**config.mk**
```make
export PLATFORM = sky130hd
export DESIGN_NAME = fifo_rr_scheduler
export DESIGN_NICKNAME = d
export VERILOG_FILES = /design/src/rtl/fifo_rr_scheduler.sv
export SDC_FILE = /design/constraint.sdc
export NUM_CORES = 1
export LEC_CHECK = 0
export BUFFER_PORTS_ARGS = -buffer_cell sky130_fd_sc_hd__buf_4
export CORE_MARGIN = 8
export CORE_UTILIZATION = 46
export CTS_BUF_LIST = sky130_fd_sc_hd__clkbuf_16
export DETAILED_ROUTE_END_ITERATION = 16
export PLACE_DENSITY_LB_ADDON = 0.1
export SLEW_MARGIN = 20
export SYNTH_ARGS = -nofsm -noshare
export SYNTH_HDL_FRONTEND = slang
export SYNTH_SLANG_ARGS = --single-unit
export TNS_END_PERCENT = 20
```
**constraint.sdc**
```tcl
create_clock -name clk -period 4.2 [get_ports clk]
set_input_delay 0 -clock clk [delete_from_list [all_inputs] [get_ports clk]]
set_output_delay 0 -clock clk [all_outputs]
set_load 0.03 [all_outputs]
```
**src/rtl/fifo_rr_scheduler.sv**
```systemverilog
// Purpose: round-robin drain of N_FIFO FIFOs into one registered stream, up to BURST words per grant.
// Latency: grant registers the edge after fifo_valid, fifo_re the cycle after, m_valid one cycle later; one bubble per grant.
// Backpressure: m_valid high with m_ready low holds m_data/m_sel/m_last and stops all FIFO reads.
// Build option: define FIFO_SCHED_BURST_EN for multi-word bursts; left undefined, every grant is exactly one word.
module fifo_rr_scheduler #(
  parameter int IN_WIDTH  = 16,
  parameter int N_FIFO    = 4,
  parameter int SEL_WIDTH = 2,
  parameter int BURST     = 4
) (
  input  logic                       clk,
  input  logic                       rstn,
  input  logic [N_FIFO-1:0]          fifo_valid,
  input  logic [N_FIFO-1:0]          fifo_almost_empty,
  input  logic [N_FIFO*IN_WIDTH-1:0] fifo_dout,
  output logic [N_FIFO-1:0]          fifo_re,
  output logic [IN_WIDTH-1:0]        m_data,
  output logic                       m_valid,
  input  logic                       m_ready,
  output logic [SEL_WIDTH-1:0]       m_sel,
  output logic                       m_last
);

  localparam logic [0:0] IDLE  = 1'b0;
  localparam logic [0:0] SERVE = 1'b1;

  localparam logic [SEL_WIDTH-1:0] LAST_IDX = SEL_WIDTH'(N_FIFO - 1);

  logic [0:0]           state;
  logic [SEL_WIDTH-1:0] rr_ptr;
  logic [SEL_WIDTH-1:0] grant;
  logic [SEL_WIDTH-1:0] next_ptr;
  logic [SEL_WIDTH-1:0] arb_idx;
  logic [SEL_WIDTH-1:0] cand_idx;
  logic                 arb_found;
  logic                 pop;
  logic                 grant_dry;
  logic                 last_word;
  logic [IN_WIDTH-1:0]  dout_arr [N_FIFO];
  logic [IN_WIDTH-1:0]  head_word;

  // Split the flat head-word bus into one entry per FIFO.
  always_comb begin
    for (int i = 0; i < N_FIFO; i++) begin
      dout_arr[i] = fifo_dout[i*IN_WIDTH +: IN_WIDTH];
    end
  end

  assign head_word = dout_arr[grant];

  // Round-robin search: first valid index at or above rr_ptr, wrapping past N_FIFO-1 to 0.
  always_comb begin
    int cand;
    cand      = 0;
    cand_idx  = '0;
    arb_found = 1'b0;
    arb_idx   = '0;
    for (int k = 0; k < N_FIFO; k++) begin
      cand = int'(rr_ptr) + k;
      if (cand >= N_FIFO) begin
        cand = cand - N_FIFO;
      end
      cand_idx = cand[SEL_WIDTH-1:0];
      if (!arb_found && fifo_valid[cand_idx]) begin
        arb_found = 1'b1;
        arb_idx   = cand_idx;
      end
    end
  end

  // A pop needs the granted FIFO non-empty and the output register free or draining this cycle.
  assign pop = (state == SERVE) && fifo_valid[grant] && (!m_valid || m_ready);

  // The granted FIFO ran dry without flagging its final word; release the grant rather than stall forever.
  assign grant_dry = (state == SERVE) && !fifo_valid[grant];

  assign next_ptr = (grant == LAST_IDX) ? '0 : grant + 1'b1;

  // Read enable: only the granted FIFO, only on a pop.
  always_comb begin
    fifo_re = '0;
    if (pop) begin
      fifo_re[grant] = 1'b1;
    end
  end

`ifdef FIFO_SCHED_BURST_EN
  localparam int CNT_W = $clog2(BURST) + 1;

  logic [CNT_W-1:0] cnt;

  // The grant ends on the BURST-th word or on the FIFO's last word; a late write to that FIFO does not extend it.
  assign last_word = (cnt == CNT_W'(BURST - 1)) || fifo_almost_empty[grant];

  // Words popped so far in the current grant; cleared whenever the grant ends.
  always_ff @(posedge clk or negedge rstn) begin
    if (!rstn) begin
      cnt <= '0;
    end else if (pop) begin
      cnt <= last_word ? '0 : cnt + 1'b1;
    end else if (grant_dry) begin
      cnt <= '0;
    end
  end
`else
  logic unused_cfg;

  // Single-word grants: every pop closes its grant, so the fill flag and burst length play no part.
  assign last_word  = 1'b1;
  assign unused_cfg = ^{fifo_almost_empty, (BURST > 0)};
`endif

  // Grant FSM: IDLE picks the next FIFO, SERVE drains it until its last word pops.
  always_ff @(posedge clk or negedge rstn) begin
    if (!rstn) begin
      state  <= IDLE;
      grant  <= '0;
      rr_ptr <= '0;
    end else begin
      case (state)
        IDLE: begin
          if (arb_found) begin
            grant <= arb_idx;
            state <= SERVE;
          end
        end
        SERVE: begin
          if ((pop && last_word) || grant_dry) begin
            state  <= IDLE;
            rr_ptr <= next_ptr;
          end
        end
        default: state <= IDLE;
      endcase
    end
  end

  // Output register: load on a pop, hold under backpressure, drop valid once the word is taken.
  always_ff @(posedge clk or negedge rstn) begin
    if (!rstn) begin
      m_valid <= 1'b0;
      m_data  <= '0;
      m_sel   <= '0;
      m_last  <= 1'b0;
    end else if (pop) begin
      m_valid <= 1'b1;
      m_data  <= head_word;
      m_sel   <= grant;
      m_last  <= last_word;
    end else if (m_ready) begin
      m_valid <= 1'b0;
    end
  end

endmodule

```
==> results of run 1 <==
## how the worst max path moves through the flow
| stage | end | depth (start not counted) |
|---|---|---|
| after floorplan | rr_ptr[1]$_DFFE_PN0P_ | 5 |
| after global placement | m_data[1]$_DFFE_PN0P_ | 3 |
| after detailed placement | m_data[0]$_DFFE_PN0P_ | 3 |
| after CTS | fifo_re[3] | 4 |
| after global routing | fifo_re[1] | 4 |
| final | fifo_re[3] | 4 |
## repair_timing
| action | in CTS | in global routing |
|---|---|---|
| endpoints found under the hold margin | 25 | 0 |
| hold buffers | 1 | 0 |
| buffers inserted | 0 | 0 |
## where the power goes
part           switching [uW]  internal [uW]
combinational             496            547
sequential                121            361
clock                    74.3            127
total                     691           1030
## worst max-delay path: cells and delay by family, from the launching register on
family	cells	cell delay, ns
flip-flops	1	0.95
AND/OR/NAND/NOR	2	0.56
multiplexers	1	0.44
buffers and inverters	1	0.19
## layout make-up
cell class              instances  area share
clock buffers                   3      0.0311
clock inverters                 1     0.00156
inverters                       8      0.0124
multi-input cells              76       0.372
flip-flops and latches         25       0.259
well taps                      46      0.0238
repair buffers                 96       0.300
## metal layers
layer / track usage / part of all wire
met2: 0.268 / 0.54
met3: 0.0333 / 0.084
met1: 0.190 / 0.37
met4: 0.0457 / 0.0075
met5: 0 / 0
## logic make-up after synthesis
family,after synthesis,share of synthesized area
muxes,36,0.404
DFF,25,0.391
and+or+nand+nor,22,0.0704
AOI/OAI and AO/OA,14,0.0563
buffers and inverters,14,0.0469
adders and majority gates,4,0.0313
## flip-flops by register name (all words and copies together), names as in the netlist
register  count
m_last        1
m_data       16
rr_ptr        2
m_valid       1
grant         2
m_sel         2
state         1
## through the flow
stage | util | instances | setup WS [ns]
2_1_floorplan | - | 115 | 2.48
3_3_place_gp | 0.697 | 250 | 1.94
3_5_place_dp | 0.697 | 250 | 1.90
4_1_cts | 0.723 | 255 | 1.79
5_1_grt | 0.723 | 255 | 1.64
6_report | 0.723 | 255 | 1.81
## cells in the final DEF, fill, tap and decap left out
| cell type | synthesis | final |
|---|---|---|
| a2111oi_0 | 1 | 1 |
| a21o_1 | 1 | 1 |
| a21oi_1 | 5 | 5 |
| a31o_2 | 1 | 1 |
| a31oi_1 | 1 | 1 |
| buf_4 | 0 | 95 |
| clkbuf_16 | 0 | 3 |
| dfrtp_1 | 25 | 25 |
| dlygate4sd3_1 | 0 | 1 |
| ha_1 | 4 | 4 |
| inv_1 | 8 | 9 |
| mux2_1 | 1 | 1 |
| mux2_2 | 5 | 5 |
| mux2_4 | 13 | 13 |
| mux4_2 | 17 | 17 |
| nand2_1 | 8 | 8 |
| nand2b_1 | 5 | 5 |
| nand3_1 | 1 | 1 |
| nand3_4 | 1 | 1 |
| nor2_1 | 6 | 6 |
| nor2b_1 | 1 | 1 |
| o21ai_0 | 1 | 1 |
| o21ai_1 | 1 | 1 |
| o31ai_1 | 2 | 2 |
| o41ai_1 | 1 | 1 |
==> run_results.csv, run 1 <==
group,metric,value,unit
layout,area_growth,50.9,%
logic_synthesis,yosysTopAreaCellShare,0.391,
timing,tightestPinTransition,0.923,ns
floorplan,core-area,3340,sq um
layout,register_area,626,sq um
critical_path,path_class,"flip-flop to output port",
critical_path,r2r_cells,3,
placed_design,io_buffers,94,
clock_tree,cts.repair.resized,0,
route,antenna_left,0,
layout,final_nets,289,
logic_synthesis,synth.most_common_cell,"dfrtp_1",
timing,setup_viol,0,
power,peakVddDrop,0.350,mV
global_route,track_usage,0.156,
timing,tns,0,ns
placed_design,dp_hpwl,3.59,mm
layout,diodes,0,
run,max_cap_viol_count,0,
logic_synthesis,synth-seq-cells,25,
floorplan,start_util,0.479,
floorplan,die_w,75.0,um
layout,stdcell_area,2410,sq um
route,routedWlPerCell,17.8,um
timing,max_freq,419,MHz
critical_path,crit_path_max_fanout,23,
clock_tree,cts-root-buf,"clkbuf_16",
layout,multi_input_area,898,sq um
route,drc_errors,0,
worst_hold_path,hp-start,"fifo_valid[3]",
placed_design,gp_congestion,0.773,
outcome,status,"completed",
critical_path,path_cells,"mux4_2 -> nand3_4 -> nor2_1 -> buf_4",
layout,drive_gt1_frac,0.646,
global_route,antenna_found_initial,0,
layout,fill_cells,247,
logic_synthesis,synth_area,1600,sq um
timing,layout_min_cycle_time,2.39,ns
critical_path,slowest_stage,"dfrtp_1",
critical_path,crit_path_start_kind,"flip-flop",
logic_synthesis,avgSynthCellArea,13.9,sq um
clock_tree,htree_levels,1,
timing,hold_viol,0,
logic_synthesis,yosys_warnings,0,
critical_path,cp-startpoint,"grant[1]$_DFFE_PN0P_",
timing,finalCritPeriodShare,0.568,
global_route,grt_pass1_wl,6.91,mm
worst_hold_path,hold_path.class,"primary input to flip-flop",
clock_tree,clock_latency,0.25,ns
logic_synthesis,synthFlopType,"dfrtp_1",
clock_tree,tritoncts,"built",
critical_path,r2r_end,"m_data[0]$_DFFE_PN0P_",
worst_hold_path,whs_path_depth,3,
clock_tree,clkTransAtPathRegs,0.06,ns
power,p_leak,0.00118,uW
logic_synthesis,async_flop_share,1.00,
critical_path,reg2reg_slack,1.90,ns
logic_synthesis,yosysTopAreaCell,"dfrtp_1",
logic_synthesis,synth_fp_nets,194,
clock_tree,clk_path_buf_depth,2,
logic_synthesis,synth_edf_count,0,
floorplan,fp.dieArea,5620,sq um
route,num_vias,1360,
critical_path,arrival,2.39,ns
critical_path,rr_startpoint,"grant[1]$_DFFE_PN0P_",
placed_design,dpl_cell_area,2320,sq um
floorplan,rows,21,
route,drt_iter0_drc,33,
timing,hold_slack,0.0968,ns
logic_synthesis,syn_inst,115,
critical_path,critPathRequiredTime,4.20,ns
power,p_per_area,715,nW/um^2
global_route,grt_pass1_vias,1442,
global_route,grt_overflow,0,
critical_path,end_kind,"output port",
logic_synthesis,ys_seq_area_frac,0.391,
timing,rsz0062_at_grt,"no",
timing,relSlewSlack,0.385,
logic_synthesis,ys_top_cells_by_count,"25 x dfrtp_1, 17 x mux4_2, 13 x mux2_4",
worst_hold_path,whs_endpoint,"grant[1]$_DFFE_PN0P_",
timing,slew_viol_final,0,
power,power.total,1730,uW
timing,finClkSkew,0.00190,ns
logic_synthesis,synth.area.top_cells,"dfrtp_1 39%, mux4_2 24%, mux2_4 12%",
route,routed_wl,4.54,mm
critical_path,crit_path_max_incr_delay,0.95,ns
clock_tree,cts_sinks,25,
global_route,grt_max_degree,26,
logic_synthesis,synth_cell_type_count,26,
clock_tree,numCtsBuffers,3,
floorplan,io_pins,99,
floorplan,die_y,75.0,um
route,vias_per_cell,5.33,
route,drtPass1Iterations,4,
Power figures use the tool's default switching activity.
==> run 2, diff against run 1 <==
- CORE_UTILIZATION: 46 -> 39
- clock period: 4.2 -> 2.1 ns (I/O delays scaled with it)
==> run 2 against run 1 <==
Against the previous run: design area grew 0.88%; sequential share of layout area shrank 0.23 points; combinational power grew 110%; non-clock buffer count grew 2; register-to-register slack lost 1.6 ns; critical endpoint is now fifo_re[0]; highest routed layer unchanged.
==> run_results.csv, run 2 (synthesis results as in run 1) <==
group,metric,value,unit
outcome,status,"completed",
layout,area_growth,52.3,%
power,peakVddDrop,0.826,mV
clock_tree,post_cts_buffers,0,
layout,largest_reg_flops,16,
floorplan,fp.dieArea,6400,sq um
critical_path,reg2reg_slack,0.31,ns
floorplan,rows,23,
critical_path,end_kind,"output port",
timing,max_freq,547,MHz
clock_tree,cts.repair.resized,0,
critical_path,critPathRequiredTime,2.10,ns
run,max_cap_viol_count,0,
timing,setup_viol,0,
clock_tree,clock_latency,0.26,ns
clock_tree,cts_sinks,25,
critical_path,r2r_cells,3,
timing,rsz0062_at_grt,"no",
layout,multi_input_area,898,sq um
worst_hold_path,hold_path.class,"primary input to flip-flop",
clock_tree,htree_levels,1,
route,drt_iter0_drc,45,
layout,register_area,626,sq um
critical_path,r2r_end,"m_data[2]$_DFFE_PN0P_",
clock_tree,cts-root-buf,"clkbuf_16",
timing,finalCritPeriodShare,0.870,
route,drtPass1Iterations,4,
route,vias_per_cell,5.07,
layout,final_util,0.613,
floorplan,core-area,3970,sq um
clock_tree,numCtsBuffers,3,
global_route,track_usage,0.146,
timing,slew_viol_final,0,
layout,diodes,0,
clock_tree,clkTransAtPathRegs,0.06,ns
route,antenna_left,0,
timing,relSlewSlack,0.579,
clock_tree,tritoncts,"built",
power,p_leak,0.00119,uW
route,routedWlPerCell,17.9,um
worst_hold_path,hp-start,"fifo_valid[3]",
floorplan,start_util,0.403,
power,p_per_area,1430,nW/um^2
global_route,grt_overflow,0,
layout,regMostFlops,"m_data",
timing,tns,0,ns
placed_design,io_buffers,94,
placed_design,dp_hpwl,3.72,mm
critical_path,path_class,"flip-flop to output port",
placed_design,gp_congestion,0.855,
global_route,grt_pass1_wl,7.35,mm
timing,layout_min_cycle_time,1.83,ns
timing,tightestPinTransition,0.623,ns
layout,fill_cells,328,
route,routed_wl,4.67,mm
critical_path,arrival,1.83,ns
floorplan,die_y,80.0,um
layout,final_common_cell,"buf_4",
route,num_vias,1324,
global_route,antenna_found_initial,0,
timing,hold_viol,0,
floorplan,die_w,80.0,um
floorplan,io_pins,99,
global_route,grt_max_degree,26,
global_route,grt_pass1_vias,1474,
critical_path,rr_startpoint,"grant[0]$_DFFE_PN0P_",
clock_tree,clk_path_buf_depth,2,
worst_hold_path,whs_path_depth,3,
critical_path,crit_path_max_fanout,23,
worst_hold_path,whs_endpoint,"grant[1]$_DFFE_PN0P_",
layout,drive_gt1_frac,0.654,
layout,layout_common_cells,"97 x buf_4, 25 x dfrtp_1, 17 x mux4_2",
timing,finClkSkew,0.00190,ns
route,drc_errors,0,
layout,final_nets,291,
critical_path,crit_path_start_kind,"flip-flop",
[run 2: power breakdown]
part           total (uW)  internal, uW  switching, uW
clock network         425           257            168
logic                2170          1110           1060
registers             883           722            161
total                3480          2090           1390
[run 2: worst max-delay path by stage]
stage                               startpoint               endpoint  slack (ns)  cells after the start
after floorplan           grant[1]$_DFFE_PN0P_  rr_ptr[1]$_DFFE_PN0P_        0.38                      5
after global placement    grant[0]$_DFFE_PN0P_  m_data[0]$_DFFE_PN0P_        0.32                      3
after detailed placement  grant[0]$_DFFE_PN0P_  m_data[2]$_DFFE_PN0P_        0.30                      3
after CTS                 grant[0]$_DFFE_PN0P_             fifo_re[0]        0.25                      4
after global routing      grant[0]$_DFFE_PN0P_             fifo_re[1]        0.17                      4
final                     grant[0]$_DFFE_PN0P_             fifo_re[0]        0.27                      4
[run 2: critical path, cell delays in order (launching register included)]
cell,delay [ns]
dfrtp_1,0.37
mux4_2,0.56
nand3_4,0.35
nor2_1,0.09
buf_4,0.18
[run 2: area by class of cell]
class | instances | share of cell area
repair buffers | 98 | 0.303
multi-input cells | 76 | 0.369
clock buffers | 3 | 0.0308
clock inverters | 1 | 0.00206
flip-flops and latches | 25 | 0.257
well taps | 50 | 0.0257
inverters | 8 | 0.0123
[run 2: metal layers]
metal / global-route usage / part of all wire
met4: 0.0400 / 0.012
met2: 0.248 / 0.53
met1: 0.171 / 0.38
met3: 0.0473 / 0.080
met5: 0 / 0
[run 2: what timing repair did]
item / in CTS / in global routing
endpoints found under the hold margin: 25 / 0
endpoints found under the setup margin: 0 / 0
hold buffers: 1 / 0
[run 2: through the flow]
step	std cells	hold slack, ns	power (uW)	worst slack (ns)	area, sq um
2_1_floorplan	115	-0.296	2460	0.378	1600
3_3_place_gp	256	-0.0717	3060	0.317	2340
3_5_place_dp	256	-0.0708	3090	0.302	2340
4_1_cts	261	0.0755	3530	0.249	2430
5_1_grt	261	0.101	3720	0.167	2430
6_report	261	0.0765	3480	0.273	2430
==> run 3, diff against run 2 <==
- CORE_UTILIZATION: 39 -> 40
- CTS_BUF_LIST: sky130_fd_sc_hd__clkbuf_16 -> sky130_fd_sc_hd__clkbuf_4 sky130_fd_sc_hd__clkbuf_8
==> run 3 against run 2 <==
Against the previous run: first-iteration DRC count fell by 18%; design area fell by 1.6%; clock skew is essentially flat; via count shrank 0.38%; combinational power about the same; non-clock buffer count shrank 1; sequential share of layout area increased by 0.42 points; flip-flop and latch count did not move; hold slack worse by 0.016 ns.
==> run_results.csv, run 3 (synthesis results as in run 1) <==
group,metric,value,unit
outcome,status,"completed",
timing,slew_viol_final,0,
power,peakVddDrop,0.643,mV
global_route,grt_pass1_vias,1423,
power,switching_share,0.415,
timing,setup_viol,0,
global_route,grt_max_degree,26,
timing,hold_viol,0,
timing,rsz0062_at_grt,"no",
layout,diodes,0,
route,num_vias,1319,
clock_tree,tritoncts,"built",
timing,relSlewSlack,0.574,
global_route,track_usage,0.149,
timing,layout_min_cycle_time,1.85,ns
critical_path,crit_path_max_incr_delay,0.57,ns
critical_path,rr_startpoint,"grant[0]$_DFFE_PN0P_",
layout,area_growth,49.8,%
route,drc_errors,0,
placed_design,dp_hpwl,3.82,mm
power,p_leak,0.00117,uW
critical_path,reg2reg_slack,0.31,ns
layout,drive_gt1_frac,0.652,
route,routed-wl-met2,2.50,mm
global_route,grt_overflow,0,
critical_path,path_class,"flip-flop to output port",
critical_path,path_delay_family,"multiplexers",
power,switchingPower,1390,uW
timing,finClkSkew,0.00187,ns
placed_design,gp_congestion,0.876,
layout,final_common_cell,"buf_4",
route,antenna_left,0,
floorplan,io_pins,99,
timing,tightestPinTransition,0.631,ns
global_route,grt_pass1_wl,7.34,mm
placed_design,io_buffers,94,
clock_tree,clock_latency,0.27,ns
critical_path,r2r_end,"m_data[0]$_DFFE_PN0P_",
clock_tree,cts.repair.resized,0,
worst_hold_path,whs_endpoint,"grant[1]$_DFFE_PN0P_",
layout,layout_common_cells,"96 x buf_4, 25 x dfrtp_1, 17 x mux4_2",
route,vias_per_cell,5.07,
critical_path,crit_path_start_kind,"flip-flop",
power,power.total,3340,uW
route,routed_wl,4.74,mm
clock_tree,clk_path_buf_depth,2,
clock_tree,htree_levels,1,
power,p_int,1950,uW
floorplan,rows,23,
power,pwr-share-comb,0.644,
floorplan,start_util,0.409,
clock_tree,clkTransAtPathRegs,0.09,ns
floorplan,die_w,79.2,um
clock_tree,cts_sinks,25,
critical_path,arrival,1.85,ns
floorplan,core-area,3910,sq um
power,p_seq_frac,0.269,
critical_path,cp.buffers_inverters,1,
route,met1Wirelength,1.80,mm
layout,regMostFlops,"m_data",
worst_hold_path,hp-start,"fifo_valid[3]",
critical_path,slowest_stage,"mux4_2",
run,max_cap_viol_count,0,
clock_tree,numCtsBuffers,3,
timing,finalCritPeriodShare,0.879,
timing,max_freq,542,MHz
timing,tns,0,ns
critical_path,end_kind,"output port",
critical_path,r2r_cells,3,
critical_path,crit_path_max_fanout,23,
worst_hold_path,hold_path.class,"primary input to flip-flop",
critical_path,path_cells,"mux4_2 -> nand3_4 -> nor2_1 -> buf_4",
floorplan,fp.dieArea,6280,sq um
critical_path,critPathRequiredTime,2.10,ns
layout,largest_reg_flops,16,
layout,fill_cells,332,
route,drtPass1Iterations,6,
global_route,antenna_found_initial,0,
route,routedWlPerCell,18.2,um
power,pwr-share-clk,0.087,
floorplan,die_y,79.2,um
route,dr.max_layer_used,"met4",
route,drt_iter0_drc,37,
worst_hold_path,whs_path_depth,3,
layout,final_nets,290,
route,routed-wl-met3,376,um
power,p_per_area,1390,nW/um^2
clock_tree,cts-root-buf,"clkbuf_8",
==> run 3: cell count changes in the layout (fill, tap and decap cells not counted) <==
| cell | delta |
|---|---|
| clkbuf_16 | -3 |
| clkbuf_8 | +3 |
| buf_4 | -1 |
| clkinv_2 | -1 |
| clkinvlp_4 | +1 |
==> run 3: power by group through the flow <==
stage / logic (uW) / registers [uW] / clock network [uW]
6_report: 2150 / 898 / 290
5_1_grt: 2320 / 931 / 329
4_1_cts: 2190 / 898 / 306
3_5_place_dp: 2180 / 908 / 0
3_3_place_gp: 2140 / 893 / 0
2_1_floorplan: 1220 / 1240 / 0
==> run 3: layer usage <==
metal | up-vias | global-route usage
met1 | 633 | 0.172
met2 | 59 | 0.258
li1 | 621 | -
met5 | - | 0
met4 | 0 | 0.0519
met3 | 6 | 0.0406
==> run 3: worst max path at each step <==
stage,start,end,slack (ns),cells past startpoint
after floorplan,grant[1]$_DFFE_PN0P_,rr_ptr[1]$_DFFE_PN0P_,0.38,5
after global placement,grant[0]$_DFFE_PN0P_,m_data[0]$_DFFE_PN0P_,0.33,3
after CTS,grant[0]$_DFFE_PN0P_,fifo_re[3],0.22,4
final,grant[0]$_DFFE_PN0P_,fifo_re[3],0.25,4
after detailed placement,grant[0]$_DFFE_PN0P_,m_data[0]$_DFFE_PN0P_,0.30,3
after global routing,grant[1]$_DFFE_PN0P_,fifo_re[3],0.10,4
==> run 3: what timing repair did <==
action | 4_1_cts | 5_1_grt
setup buffers | 0 | 0
hold endpoints to repair | 25 | 0
hold buffers | 1 | 0
==> run 3: area by class of cell <==
class	instances	area (sq um)	area share
multi-input combinational	76	898	0.375
timing repair buffer	97	731	0.305
sequential	25	626	0.261
tap	50	62.6	0.0261
clock buffer	3	41.3	0.0172
inverter	8	30.0	0.0125
clock inverter	1	7.51	0.00313
==> run 3: worst min-delay path, stage by stage <==
cell and delay, ns:
buf_4 0.13, nor2_1 0.08, o31ai_1 0.07
==> run 3: stage by stage <==
| step | std cells | utilization | hold slack [ns] | area [sq um] | setup WS, ns |
|---|---|---|---|---|---|
| 2_1_floorplan | 115 | - | -0.296 | 1600 | 0.378 |
| 3_3_place_gp | 255 | 0.597 | -0.0769 | 2340 | 0.327 |
| 3_5_place_dp | 255 | 0.597 | -0.0685 | 2340 | 0.297 |
| 4_1_cts | 260 | 0.612 | 0.0527 | 2400 | 0.217 |
| 5_1_grt | 260 | 0.612 | 0.0614 | 2400 | 0.102 |
| 6_report | 260 | 0.612 | 0.0600 | 2400 | 0.254 |
